**config.mk**
```make
export PLATFORM = sky130hd
export DESIGN_NAME = codec_intf
export DESIGN_NICKNAME = d
export VERILOG_FILES = /design/src/rtl/codec_intf.sv
export SDC_FILE = /design/constraint.sdc
export NUM_CORES = 1
export LEC_CHECK = 0
export ABC_CLOCK_PERIOD_IN_PS = 2900
export BUFFER_PORTS_ARGS = -buffer_cell sky130_fd_sc_hd__buf_2
export CAP_MARGIN = 20
export CORE_ASPECT_RATIO = 0.75
export CORE_MARGIN = 2
export CORE_UTILIZATION = 59
export DETAILED_ROUTE_END_ITERATION = 10
export GPL_ROUTABILITY_DRIVEN = 0
export GPL_TIMING_DRIVEN = 0
export PLACE_DENSITY = 0.84
export SLEW_MARGIN = 30
export SYNTH_ARGS = -nofsm -noshare
export SYNTH_HDL_FRONTEND = slang
export SYNTH_SLANG_ARGS = --single-unit
```
**constraint.sdc**
```tcl
create_clock -name MCLK -period 2.9 [get_ports MCLK]
set_input_delay 0.29 -clock MCLK [delete_from_list [all_inputs] [get_ports MCLK]]
set_output_delay 0.29 -clock MCLK [all_outputs]
set_load 0.02 [all_outputs]
```
**src/rtl/codec_intf.sv**
```systemverilog
// CS4272 left-justified serial master: SCLK/LRCLK generation, ADC deserialiser, DAC serialiser.
// Build option: define CODEC_LOOPBACK_EN to feed received samples back to the DAC.
module codec_intf #(
  parameter int unsigned DW = 16
) (
  input  logic          MCLK,
  input  logic          RSTn,
  output logic          SCLK,
  output logic          LRCLK,
  input  logic          SDout,
  output logic          SDin,
  input  logic [DW-1:0] lft_out,
  input  logic [DW-1:0] rht_out,
  output logic [DW-1:0] lft_in,
  output logic [DW-1:0] rht_in,
  output logic          valid,
  output logic          tx_ack
);

  localparam logic [7:0] RX_LAST  = 8'(DW * 4 - 2);
  localparam logic [7:0] TX_LOAD  = 8'((64 - DW) * 4 - 1);
  localparam logic [6:0] RX_SLOTS = 7'(DW);
  localparam logic [5:0] TX_FIRST = 6'(64 - DW);

  logic [8:0]    cnt, cnt_nxt;
  logic [DW-1:0] rx_sh, rx_nxt, lft_stage;
  logic [DW-1:0] tx_sh, tx_d, src_l, src_r;
  logic          primed;
  logic          rx_shift, rx_last, tx_load, sdin_d;

  // Both serial clocks are plain counter bits, hence flop-driven and glitch-free.
  assign SCLK  = cnt[1];
  assign LRCLK = cnt[8];

`ifdef CODEC_LOOPBACK_EN
  assign src_l = lft_in;
  assign src_r = rht_in;
`else
  assign src_l = lft_out;
  assign src_r = rht_out;
`endif

  always_comb begin
    cnt_nxt  = cnt + 9'd1;
    rx_shift = (cnt[1:0] == 2'b10) && ({1'b0, cnt[7:2]} < RX_SLOTS);
    rx_last  = (cnt[7:0] == RX_LAST);
    tx_load  = (cnt[7:0] == TX_LOAD);
    rx_nxt   = DW'({rx_sh, SDout});
    if (tx_load)                tx_d = cnt[8] ? src_l : src_r;
    else if (cnt[1:0] == 2'b11) tx_d = DW'({tx_sh, 1'b0});
    else                        tx_d = tx_sh;
    // SDin is registered, so gate it with the slot index the counter is about to enter.
    sdin_d = (cnt_nxt[7:2] >= TX_FIRST) ? tx_d[DW-1] : 1'b0;
  end

  always_ff @(posedge MCLK or negedge RSTn) begin
    if (!RSTn) begin
      cnt       <= '0;
      rx_sh     <= '0;
      lft_stage <= '0;
      primed    <= 1'b0;
      lft_in    <= '0;
      rht_in    <= '0;
      valid     <= 1'b0;
      tx_sh     <= '0;
      SDin      <= 1'b0;
      tx_ack    <= 1'b0;
    end else begin
      cnt    <= cnt_nxt;
      valid  <= 1'b0;
      tx_ack <= 1'b0;
      tx_sh  <= tx_d;
      SDin   <= sdin_d;
      if (rx_shift) rx_sh <= rx_nxt;
      // The final slot's bit is taken straight from rx_nxt, not the not-yet-updated rx_sh.
      if (rx_last) begin
        if (cnt[8]) begin
          lft_stage <= rx_nxt;
          primed    <= 1'b1;
        end else if (primed) begin
          lft_in <= lft_stage;
          rht_in <= rx_nxt;
          valid  <= 1'b1;
        end
      end
      if (tx_load && !cnt[8]) tx_ack <= 1'b1;
    end
  end

endmodule

```
# After elaboration in Yosys (flattened, before gate mapping)

Cells that the tools add are included.

Register bits: 92
Input bits: 35
Output and inout port bits: 37

Add/sub/neg operators: 1
$lt $le $gt $ge: 2
Eq/ne operators: 4
Muxes and demuxes: 8
Reductions and logical operators: 6
Bitwise logic cells: 1

Operators with widths:

| kind                | number |
|---|---|
| $mux 16             | 3 |
| $add 9x1->9 const B | 1 |
| $eq 8x6->1 const B  | 1 |
| $eq 8x8->1 const B  | 1 |
| $ge 6x6->1 const B  | 1 |
| $lt 6x5->1 const B  | 1 |
| $mux 1              | 5 |
| $eq 2x2->1 const B  | 2 |
| $reduce_and 3->1    | 1 |
| $logic_and 1x1->1   | 2 |
| $reduce_and 2->1    | 1 |
| $reduce_bool 2->1   | 1 |
| $logic_not 1->1     | 1 |
| $not 1->1           | 1 |

# Longest topological paths before layout

Gate-level depths: netlist of the first run.

Depth in word-level cells: 4
Gate-level depth with buffers: 8

# Least setup slack after synthesis of the first run

No wires, ideal clock.

Kind: flip-flop to flip-flop
Start point: reg cnt[1]
End point: reg tx_sh[1]
Path slack: 0.893 ns
Cell stages (with the launch flop): 8
Path buffers: 3
Clock period less this slack: 2.007 ns
Data arrival time: 1.881 ns
Setup time: 0.126 ns
Data required time: 2.774 ns
Path through: dfrtp_1 -> ha_1 -> clkbuf_1 -> nand2_1 -> or3_1 -> buf_2 -> buf_6 -> a311o_1

Cells in the longest elaborated chain, start to end: 2
Elaborated cells on any way between the ends: 4
Classes of those cells: eq/ne (2); mux (1); reduce/logical (1)

Ends and longest elaborated chain:

| item                                                | line   | RTL |
|---|---|---|
| start: declaration                                  | 25     | `logic [8:0] cnt, cnt_nxt;` |
| start signal: assignment                            | 69     | `cnt <= cnt_nxt;` |
| $eq 8x8->1 / $eq 2x2->1 (equally long branches)     | 47, 50 |  |
| $mux 16 / $reduce_bool 2->1 (equally long branches) | --     |  |
| end signal: assignment                              | 72     | `tx_sh <= tx_d;` |
| end: declaration                                    | 27     | `logic [DW-1:0] tx_sh, tx_d, src_l, src_r;` |

Parallel ways exist; a longest one is shown, timed or not.
A chain may end at the register's enable or synchronous reset.

# Worst setup path after layout of the first run

Start point: reg cnt[0]
End point: reg lft_in[0]

Cells in the longest elaborated chain, start to end: 2

Ends and longest elaborated chain:

| item                       | line | RTL |
|---|---|---|
| $eq 8x6->1                 | 46   | `rx_last = (cnt[7:0] == RX_LAST);` |
| $reduce_and 3->1 (no line) | --   |  |
| end signal: assignment     | 81   | `lft_in <= lft_stage;` |
| end: declaration           | 14   | `output logic [DW-1:0] lft_in,` |

No other way between the ends.

==> results of run 1 <==
==> state kept, by name (all words and copies together), names as in the netlist <==
register	flops
valid	1
primed	1
tx_sh	16
cnt	9
lft_stage	16
lft_in	16
rht_in	16
SDin	1
tx_ack	1
rx_sh	15
==> logic make-up after synthesis <==
kind of cell | after synthesis
AOI/OAI and AO/OA | 15
DFF | 92
adders and majority gates | 2
and+or+nand+nor | 37
muxes | 81
xor gates and xnor gates | 7
buffers and inverters | 31
==> layout by cell type (no fill, tap or decap), types with 4 or more instances in the layout <==
| cell | Yosys | layout |
|---|---|---|
| nand3_1 | 16 | 16 |
| clkbuf_8 | 0 | 10 |
| nor2_1 | 5 | 5 |
| mux2i_1 | 17 | 17 |
| buf_2 | 5 | 75 |
| mux2_2 | 64 | 64 |
| inv_1 | 15 | 15 |
| dfrtp_1 | 92 | 92 |
| nand2_1 | 5 | 5 |
| xnor2_1 | 4 | 4 |
| o221ai_1 | 12 | 12 |
| clkbuf_1 | 6 | 6 |
| buf_4 | 4 | 4 |
==> power groups by stage <==
stage / logic, µW / clock network (µW) / registers (µW)
finish: 70.8 / 1070 / 1300
global route: 81.2 / 1130 / 1300
CTS: 73.3 / 1080 / 1300
detailed placement: 71.8 / 0 / 1330
global placement: 63.8 / 0 / 1330
floorplan: 15.9 / 0 / 1320
==> area by class of cell <==
type / count / area share
flip-flops and latches: 92 / 0.508
multi-input cells: 142 / 0.293
clock buffers: 10 / 0.0304
inverters: 15 / 0.0124
plain buffers: 16 / 0.0196
repair buffers: 73 / 0.0881
clock inverters: 6 / 0.0260
well taps: 81 / 0.0224
==> routing by layer <==
layer | up-vias | track usage | share of wire
met2 | 59 | 0.336 | 0.47
li1 | 1108 | - | -
met1 | 1164 | 0.301 | 0.46
met3 | 9 | 0.0790 | 0.056
met4 | 0 | 0.0563 | 0.0089
met5 | - | 0 | 0
==> worst paths after layout <==
check / cells after the start / endpoint / startpoint
min in group asynchronous: 2 / cnt[7]$_DFF_PN0_ / RSTn
worst min-delay path: 2 / rx_sh[0]$_DFFE_PN0P_ / SDout
worst min register to register: 1 / primed$_DFFE_PN0P_ / primed$_DFFE_PN0P_
worst max register to register: 7 / lft_in[0]$_DFFE_PN0P_ / cnt[0]$_DFF_PN0_
worst max-delay path: 7 / lft_in[0]$_DFFE_PN0P_ / cnt[0]$_DFF_PN0_
max in group asynchronous: 3 / rx_sh[6]$_DFFE_PN0P_ / RSTn
==> critical path, cell delays in order (launching register included) <==
cell and delay [ns]:
dfrtp_1 0.42, inv_1 0.09, ha_1 0.15, nor3b_4 0.45, and4bb_1 0.26, buf_4 0.15
buf_4 0.21, mux2_2 0.36
==> per-stage QoR <==
step	hold slack (ns)	std cells
2_1_floorplan	-0.00559	265
3_3_place_gp	0.447	417
3_5_place_dp	0.195	418
4_1_cts	0.196	435
5_1_grt	0.202	435
6_report	0.214	435
==> repair_timing <==
item	in CTS	in global routing
hold buffers	1	0
endpoints found under the setup margin	0	0
endpoints found under the hold margin	30	0
==> impl_results.md, run 1 <==
- Outcome: finished, final reports clean
- Worst vdd ir: 367 µV
- Finish-stage setup viols: 0
- Critical path type: register to register
- Area taken by multi-input logic gates: 0.00133 mm²
- CTS Root Cell: clkbuf_8
- Design Power: 2440 µW
- Vias per Instance: 5.38
- Netlist area before placement: 0.00377 mm²
- Fraction of synthesis flops using an asynchronous set or reset pin: 1.00
- Internal Power: 1930 µW
- Maximum number of pins on one net before global-route repair: 63
- H-tree depth: 3
- Critical Path Start Type: register
- Antenna diode instance count: 0
- Detailed Place HPWL: 4870 µm
- Post-synthesis share of cell area spent on and, or, nand and nor gates: 0.0580
- Mux share of post-synthesis cell area: 0.236
- Part of the power in the clock network: 0.437
- Switching power as a share of total power: 0.209
- Wire length of the first global-routing pass: 11400 µm
- Post-CTS setup-driven buffer insertion count: 0
- Cells after Synth: 265
- Quantity of I/O buffers inserted on ports: 71
- Std cell rows: 25
- Total via count after detailed routing: 2340
- I/O Pins: 72
- Fin. max-slew vios: 0
- Combinational fraction of design power: 0.029
- Seq cells post-synth: 92
- Seq/Total Area, Yosys: 0.610
- Top_reg_cell synth: dfrtp_1
- Critical Path End Type: register
- Leakage power: 0.00231 µW
- Post-synth top area share: 0.610
- Leading cell types by total area after synthesis: dfrtp_1 61%, mux2_2 19%, mux2i_1 4.5%
- Class of the tightest hold or removal check: primary input to register
- Total negative slack for setup checks: 0 ns
- Warnings, synthesis: 0
- Post-Place Cell Area: 0.00427 mm²
- Detailed Route WL: 7070 µm
- Most repeated cell in the gate-level netlist after synthesis: dfrtp_1
- Antenna violations before repair: 0
- Layout area overhead: 20.0%
- Critical Path RT: 3.15 ns
- All-Layer GR Usage: 0.219
- Worst-case clock buffer depth: 2
- Non-Filler Cell Area, Final: 0.00453 mm²
- Synth Area in Compound Gates: 0.0348
- Max-cap viol count: 0
- NetSw: 508 µW
- Final net count: 386
- Antenna-violating nets left: 0
- EDFF count, synth: 0
- Minimum period implied by the final worst setup slack: 2.20 ns
- Net count after synthesis: 302
- Total Die Area: 0.00706 mm²
- Dpl ws: 0.726 ns
- WL per Instance: 16.3 µm
- Effective utilization at floorplan: 0.603
- Overall die height: 73.3 µm
- Transition time of the tightest slew-check pin: 0.490 ns
- Clock tree from TritonCTS: yes
- Clock buffers created by TritonCTS: 9
- Area of the core: 0.00626 mm²
- Period utilisation layout: 0.757
- Most instantiated cells after synthesis: 92 x dfrtp_1, 64 x mux2_2, 17 x mux2i_1
- Xor and xnor fraction of the mapped netlist area: 0.0162
- Most area-hungry cell type in the Yosys netlist: dfrtp_1
- Number of distinct library cell variants in the gate-level netlist after synthesis: 26
- Unrepaired setup endpoints after global routing: false
- Final Util: 0.724
- Worst path setup slack after routing: 0.704 ns
- R2R Setup Slk: 0.70 ns
- Average cell area after synthesis: 14.2 µm²
- Flop pwr share: 0.533
- Maximum fanout along the worst path: 10
- Worst Path Arrival: 2.44 ns
- Detailed-routing iteration count for the pre-antenna-repair pass: 4
- Adder-cell area share of the yosys netlist: 0.00663
- DRC violation count after routing: 0
- TritonCTS Sinks: 92
- Vias in the first global route: 2335
- Worst relative slew slack: 0.673
- Endpoints failing hold: 0
- Share of layout cells above drive strength 1: 0.463
- Count of cells resized by post-cts repair: 0
- Total area of sequential cells: 0.00230 mm²
- Number of filler cells placed in the layout: 443
- Iteration-0 DRC count of the detailed router: 119
- Worst clock skew: 0.00862 ns
- Clock latency of the later-clocked register in the worst-skew pair: 0.36 ns
- Main combinational cell family by area after synthesis: multiplexers
- Horiz. Die Dim: 96.4 µm
- Clock slew at reported path FFs: 0.09 ns
- Overflow left after global routing: 0
- Fmax: 0.455 GHz
- Areal power density over the cells: 538 mW/mm²
Note: power is estimated with default switching activity, not from simulation.
==> run 2: changes to the inputs <==
--- a/config.mk
+++ b/config.mk
@@ -5,16 +5,17 @@
 export SDC_FILE = /design/constraint.sdc
 export NUM_CORES = 1
 export LEC_CHECK = 0
-export ABC_CLOCK_PERIOD_IN_PS = 2900
+export ABC_AREA = 1
+export ABC_CLOCK_PERIOD_IN_PS = 1800
 export BUFFER_PORTS_ARGS = -buffer_cell sky130_fd_sc_hd__buf_2
 export CAP_MARGIN = 20
 export CORE_ASPECT_RATIO = 0.75
 export CORE_MARGIN = 2
-export CORE_UTILIZATION = 59
+export CORE_UTILIZATION = 50
 export DETAILED_ROUTE_END_ITERATION = 10
 export GPL_ROUTABILITY_DRIVEN = 0
 export GPL_TIMING_DRIVEN = 0
-export PLACE_DENSITY = 0.84
+export PLACE_DENSITY = 0.76
 export SLEW_MARGIN = 30
 export SYNTH_ARGS = -nofsm -noshare
 export SYNTH_HDL_FRONTEND = slang
==> constraint.sdc (replaced) <==
create_clock -name MCLK -period 1.8 [get_ports MCLK]
set_input_delay 0.18 -clock MCLK [delete_from_list [all_inputs] [get_ports MCLK]]
set_output_delay 0.18 -clock MCLK [all_outputs]
set_load 0.02 [all_outputs]
==> impl_results.md, run 2 <==
- Maximum number of pins on one net before global-route repair: 58
- Max-cap viol count: 0
- Horiz. Die Dim: 105 µm
- Seq/Total Area, Yosys: 0.600
- Clock buffers created by TritonCTS: 9
- Worst-case clock buffer depth: 2
- Areal power density over the cells: 811 mW/mm²
- Worst path setup slack after routing: 0.162 ns
- Most instantiated cells after synthesis: 168 x nand2_1, 92 x dfrtp_1, 47 x nand3_1
- Effective utilization at floorplan: 0.519
- Most area-hungry cell type in the Yosys netlist: dfrtp_1
- Antenna diode instance count: 0
- Critical Path RT: 2.03 ns
- CTS Root Cell: clkbuf_8
- Leakage power: 0.00249 µW
- Post-synth top area share: 0.600
- Warnings, synthesis: 0
- Period utilisation layout: 0.910
- Netlist area before placement: 0.00384 mm²
- WL per Instance: 13.0 µm
- Std cell rows: 27
- Worst clock skew: 0.0132 ns
- EDFF count, synth: 0
- Wire length of the first global-routing pass: 13900 µm
- Clock slew at reported path FFs: 0.09 ns
- TritonCTS Sinks: 92
- DRC violation count after routing: 0
- Area of the core: 0.00740 mm²
- Maximum fanout along the worst path: 10
- Most common cell after layout, fill and taps aside: nand2_1
- Minimum period implied by the final worst setup slack: 1.64 ns
- Iteration-0 DRC count of the detailed router: 124
- Overflow left after global routing: 0
- Total via count after detailed routing: 3085
- Clock tree from TritonCTS: yes
- Detailed Route WL: 8020 µm
- Quantity of I/O buffers inserted on ports: 71
- Fin. max-slew vios: 0
- Design Power: 3720 µW
- Finish-stage setup viols: 0
- Most repeated cell in the gate-level netlist after synthesis: nand2_1
- Final net count: 550
- Number of filler cells placed in the layout: 657
- Endpoints failing hold: 0
- Antenna-violating nets left: 0
- Critical Path Start Type: register
- Leading cell types in the layout, fill and taps excluded: 168 x nand2_1, 92 x dfrtp_1, 78 x buf_2
- Post-CTS setup-driven buffer insertion count: 0
- I/O Pins: 72
- Detailed-routing iteration count for the pre-antenna-repair pass: 4
- Vias in the first global route: 2972
- Worst relative slew slack: 0.648
- Detailed Place HPWL: 5640 µm
- Share of layout cells above drive strength 1: 0.220
- Worst Path Arrival: 1.87 ns
- Seq cells post-synth: 92
- Critical Path End Type: register
- Transition time of the tightest slew-check pin: 0.528 ns
- Cells after Synth: 429
- Outcome: finished, final reports clean
- Fraction of synthesis flops using an asynchronous set or reset pin: 1.00
- Antenna violations before repair: 0
- Total negative slack for setup checks: 0 ns
- Vias per Instance: 4.98
- Net count after synthesis: 466
- Fmax: 0.610 GHz
- Final Util: 0.621
- Worst vdd ir: 467 µV
- Number of distinct library cell variants in the gate-level netlist after synthesis: 23
- Top_reg_cell synth: dfrtp_1
- Class of the tightest hold or removal check: primary input to register
- Dpl ws: 0.115 ns
- Overall die height: 79.9 µm
- Unrepaired setup endpoints after global routing: false
- Clock latency of the later-clocked register in the worst-skew pair: 0.37 ns
- Hold slack: 0.102 ns
- All-Layer GR Usage: 0.211
- Layout area overhead: 19.7%
- Critical path type: register to register
- Total Die Area: 0.00840 mm²
- H-tree depth: 3
- Average cell area after synthesis: 8.94 µm²
- Leading cell types by total area after synthesis: dfrtp_1 60%, nand2_1 16%, nand3_1 6.1%
## run 2: cell count changes in the layout (fill, tap and decap cells not counted), sizes merged, moves of 5 or more
| cell | change |
|---|---|
| nor2 | +5 |
| o21ai | +49 |
| inv | +10 |
| nand2 | +164 |
| mux2 | -64 |
| mux2i | -16 |
| nand3 | +34 |
| o221ai | -12 |
## run 2: area by class of cell
type,instances,area [µm²],area share
multi-input cells,289,1330,0.289
well taps,101,126,0.0275
flip-flops and latches,92,2300,0.501
repair buffers,73,399,0.0869
clock buffers,9,124,0.0270
plain buffers,21,113,0.0245
inverters,27,101,0.0221
clock inverters,7,98.8,0.0215
## run 2: repair_timing
item,in CTS,in global routing
hold endpoints to repair,35,0
gates resized for setup,0,4
setup endpoints to repair,0,11
hold buffers,1,0
## run 2: cell families after synthesis
| family | count (synthesis) | share of synthesized area |
|---|---|---|
| DFF | 92 | 0.600 |
| buffers and inverters | 48 | 0.0548 |
| AOI/OAI and AO/OA | 50 | 0.0698 |
| adders and majority gates | 2 | 0.00652 |
| muxes | 1 | 0.00261 |
| xor gates and xnor gates | 5 | 0.0114 |
| and+or+nand+nor | 231 | 0.255 |
## run 2: final timing paths
check / startpoint / to / slack (ns) / cells past startpoint
max: cnt[0]$_DFF_PN0_ / rht_in[9]$_DFFE_PN0P_ / 0.16 / 8
min: rht_out[0] / tx_sh[0]$_DFFE_PN0P_ / 0.10 / 3
max reg2reg: cnt[0]$_DFF_PN0_ / rht_in[9]$_DFFE_PN0P_ / 0.16 / 8
min reg2reg: primed$_DFFE_PN0P_ / primed$_DFFE_PN0P_ / 0.46 / 2
max in group asynchronous: RSTn / cnt[6]$_DFF_PN0_ / 0.94 / 3
min in group asynchronous: RSTn / tx_sh[6]$_DFFE_PN0P_ / 0.29 / 2
## run 2: critical path: stages (launching register included)
cell,delay (ns)
dfrtp_1,0.41
inv_1,0.08
ha_1,0.18
inv_1,0.06
nor2_2,0.15
nand3_2,0.13
clkbuf_1,0.29
nand2_1,0.13
o21ai_0,0.08
## run 2: where the power goes
| group | switching (µW) | leakage, µW | total, µW | internal [µW] |
|---|---|---|---|---|
| registers | 7.29 | 0.00121 | 2090 | 2080 |
| logic | 74.8 | 0.00118 | 124 | 48.8 |
| clock network | 727 | 0.000110 | 1520 | 788 |
| total | 809 | 0.00249 | 3720 | 2920 |
## run 2: per-stage QoR
stage | cells | cell area (µm²)
finish | 619 | 4590
global route | 619 | 4590
CTS | 619 | 4580
detailed placement | 602 | 4350
global placement | 601 | 4320
floorplan | 429 | 3840
## run 2: metal layers
metal  GRT usage  share of wire  vias up
met5           0              0        -
met4      0.0627         0.0099        0
met3      0.0539          0.060        6
met2       0.329           0.46       74
met1       0.293           0.47     1474
li1            -              -     1531
==> run 3: changes to the inputs <==
--- a/config.mk
+++ b/config.mk
@@ -8,8 +8,6 @@
 export ABC_AREA = 1
 export ABC_CLOCK_PERIOD_IN_PS = 1800
 export BUFFER_PORTS_ARGS = -buffer_cell sky130_fd_sc_hd__buf_2
-export CAP_MARGIN = 20
-export CORE_ASPECT_RATIO = 0.75
 export CORE_MARGIN = 2
 export CORE_UTILIZATION = 50
 export DETAILED_ROUTE_END_ITERATION = 10
==> impl_results.md, run 3 (synthesized netlist as in run 2, its figures left out) <==
- Critical path cell sequence: inv_1 > ha_1 > inv_1 > nor2_2 > nand3_2 > buf_2 > buf_6 > nand2_1 > nand2_1
- Final Util: 0.622
- DRC violation count after routing: 0
- Wire length of the first global-routing pass: 13100 µm
- Effective utilization at floorplan: 0.523
- Flop pwr share: 0.591
- Detailed Route WL: 7510 µm
- NetSw: 861 µW
- Outcome: finished, final reports clean
- GR peak layer: met2
- Class of the tightest hold or removal check: primary input to register
- Detailed-routing iteration count for the pre-antenna-repair pass: 4
- CTS Root Cell: clkbuf_8
- Largest stage delay on the critical path: 0.42 ns
- Overall die height: 91.6 µm
- I/O Pins: 72
- Clock tree from TritonCTS: yes
- H-tree depth: 3
- Met3 track demand over resource in global routing: 0.0307
- Worst path top cell family by delay: buffers and inverters
- Most common cell after layout, fill and taps aside: nand2_1
- Period utilisation layout: 0.924
- Layout area overhead: 18.9%
- Worst-case clock buffer depth: 2
- Fin. max-slew vios: 0
- Clock slew at reported path FFs: 0.09 ns
- Iteration-0 DRC count of the detailed router: 93
- Leading cell types in the layout, fill and taps excluded: 168 x nand2_1, 92 x dfrtp_1, 79 x buf_2
- Part of the power in the clock network: 0.374
- Quantity of I/O buffers inserted on ports: 71
- WL per Instance: 12.2 µm
- Critical Path Start Type: register
- Highest-delay cell along the critical path: dfrtp_1
- Std cell rows: 31
- Worst relative slew slack: 0.672
- Areal power density over the cells: 774 mW/mm²
- Critical Path End Type: register
- M1 GR Usage: 0.251
- Design Power: 3530 µW
- Minimum period implied by the final worst setup slack: 1.66 ns
- Vias per Instance: 4.84
- Area of the core: 0.00733 mm²
- Post-CTS setup-driven buffer insertion count: 0
- All-Layer GR Usage: 0.194
- Endpoints failing hold: 0
- Leakage power: 0.00249 µW
- Worst vdd ir: 342 µV
- Buffers plus inverters on the worst setup path: 4
- Unrepaired setup endpoints after global routing: false
- Transition time of the tightest slew-check pin: 0.492 ns
- Worst clock skew: 0.00929 ns
- Critical Path RT: 2.05 ns
- Horiz. Die Dim: 91.6 µm
- Finish-stage setup viols: 0
- Antenna-violating nets left: 0
- Met2 GRT Util: 0.326
- Share of layout cells above drive strength 1: 0.224
- R2R Setup Slk: 0.14 ns
- Worst Path Arrival: 1.91 ns
- TritonCTS Sinks: 92
- Vias in the first global route: 2912
- Maximum number of pins on one net before global-route repair: 66
- Maximum fanout along the worst path: 10
- Detailed Place HPWL: 5500 µm
- Total Die Area: 0.00839 mm²
- Critical path type: register to register
- Combinational fraction of design power: 0.035
- Switching power as a share of total power: 0.244
- Overflow left after global routing: 0
- Internal Power: 2670 µW
- Number of filler cells placed in the layout: 632
- Final net count: 550
- Max-cap viol count: 0
- Antenna violations before repair: 0
- Fmax: 0.601 GHz
- Clock buffers created by TritonCTS: 9
- Antenna diode instance count: 0
- Clock latency of the later-clocked register in the worst-skew pair: 0.36 ns
- Total via count after detailed routing: 2989
-- run 3: cell types whose count changed in the layout (fill, tap and decap cells not counted) --
cell       before  now
bufinv_16       2    0
inv_6           1    3
inv_8           0    2
buf_2          78   79
clkbuf_1        7    6
clkbuf_2        1    2
clkbuf_4        1    0
clkinv_1        1    0
clkinv_2        1    0
o21ai_0        45   44
o21ai_1         0    1
-- run 3: final timing paths --
path	endpoint	from	cells after the start
setup / recovery	lft_in[4]$_DFFE_PN0P_	cnt[0]$_DFF_PN0_	9
hold / removal	tx_sh[0]$_DFFE_PN0P_	rht_out[0]	3
setup reg to reg	lft_in[4]$_DFFE_PN0P_	cnt[0]$_DFF_PN0_	9
hold reg to reg	primed$_DFFE_PN0P_	primed$_DFFE_PN0P_	2
max in group asynchronous	rht_in[7]$_DFFE_PN0P_	RSTn	3
min in group asynchronous	lft_in[1]$_DFFE_PN0P_	RSTn	2
-- run 3: routing by layer --
layer	routed length (µm)	vias to the layer above
met2	3670	71
met5	0	-
li1	-	1527
met3	290	5
met1	3480	1386
met4	68	0
-- run 3: metrics by stage --
| step | hold slack, ns | setup TNS [ns] | cell area, µm² | setup WS [ns] | instances |
|---|---|---|---|---|---|
| 2_1_floorplan | -0.116 | 0 | 3840 | 0.264 | 429 |
| 3_3_place_gp | 0.439 | -19.50 | 4320 | -0.217 | 599 |
| 3_5_place_dp | 0.0652 | 0 | 4350 | 0.108 | 600 |
| 4_1_cts | 0.125 | 0 | 4550 | 0.0898 | 617 |
| 5_1_grt | 0.152 | 0 | 4560 | 0.000629 | 617 |
| 6_report | 0.136 | 0 | 4560 | 0.136 | 617 |
-- run 3: cell type report --
type                    count  area [µm²]  area share
repair buffers             73         399      0.0875
multi-input cells         289        1330       0.291
clock inverters             7        66.3      0.0145
well taps                  99         124      0.0272
flip-flops and latches     92        2300       0.505
plain buffers              21         111      0.0244
clock buffers               9         124      0.0272
inverters                  27         105      0.0230
-- run 3: power by group through the flow --
stage                     Clock [µW]  Sequential, µW  Combinational (µW)
after floorplan                    0            2130                32.4
after global placement             0            2130                 112
after detailed placement           0            2130                 124
after CTS                       1360            2090                 127
after global routing            1460            2090                 145
final                           1320            2090                 123
-- run 3: worst reg2reg max path, cell delays in order, from the launching register on --
cell     delay, ns
dfrtp_1       0.42
inv_1         0.09
ha_1          0.17
inv_1         0.05
nor2_2        0.15
nand3_2       0.13
buf_2         0.23
buf_6         0.18
nand2_1       0.07
nand2_1       0.06
-- run 3: repair_timing --
| action | CTS | global route |
|---|---|---|
| endpoints found under the hold margin | 27 | 0 |
| resized for setup | 0 | 7 |
| setup endpoints to repair | 0 | 20 |
| hold buffers | 1 | 0 |
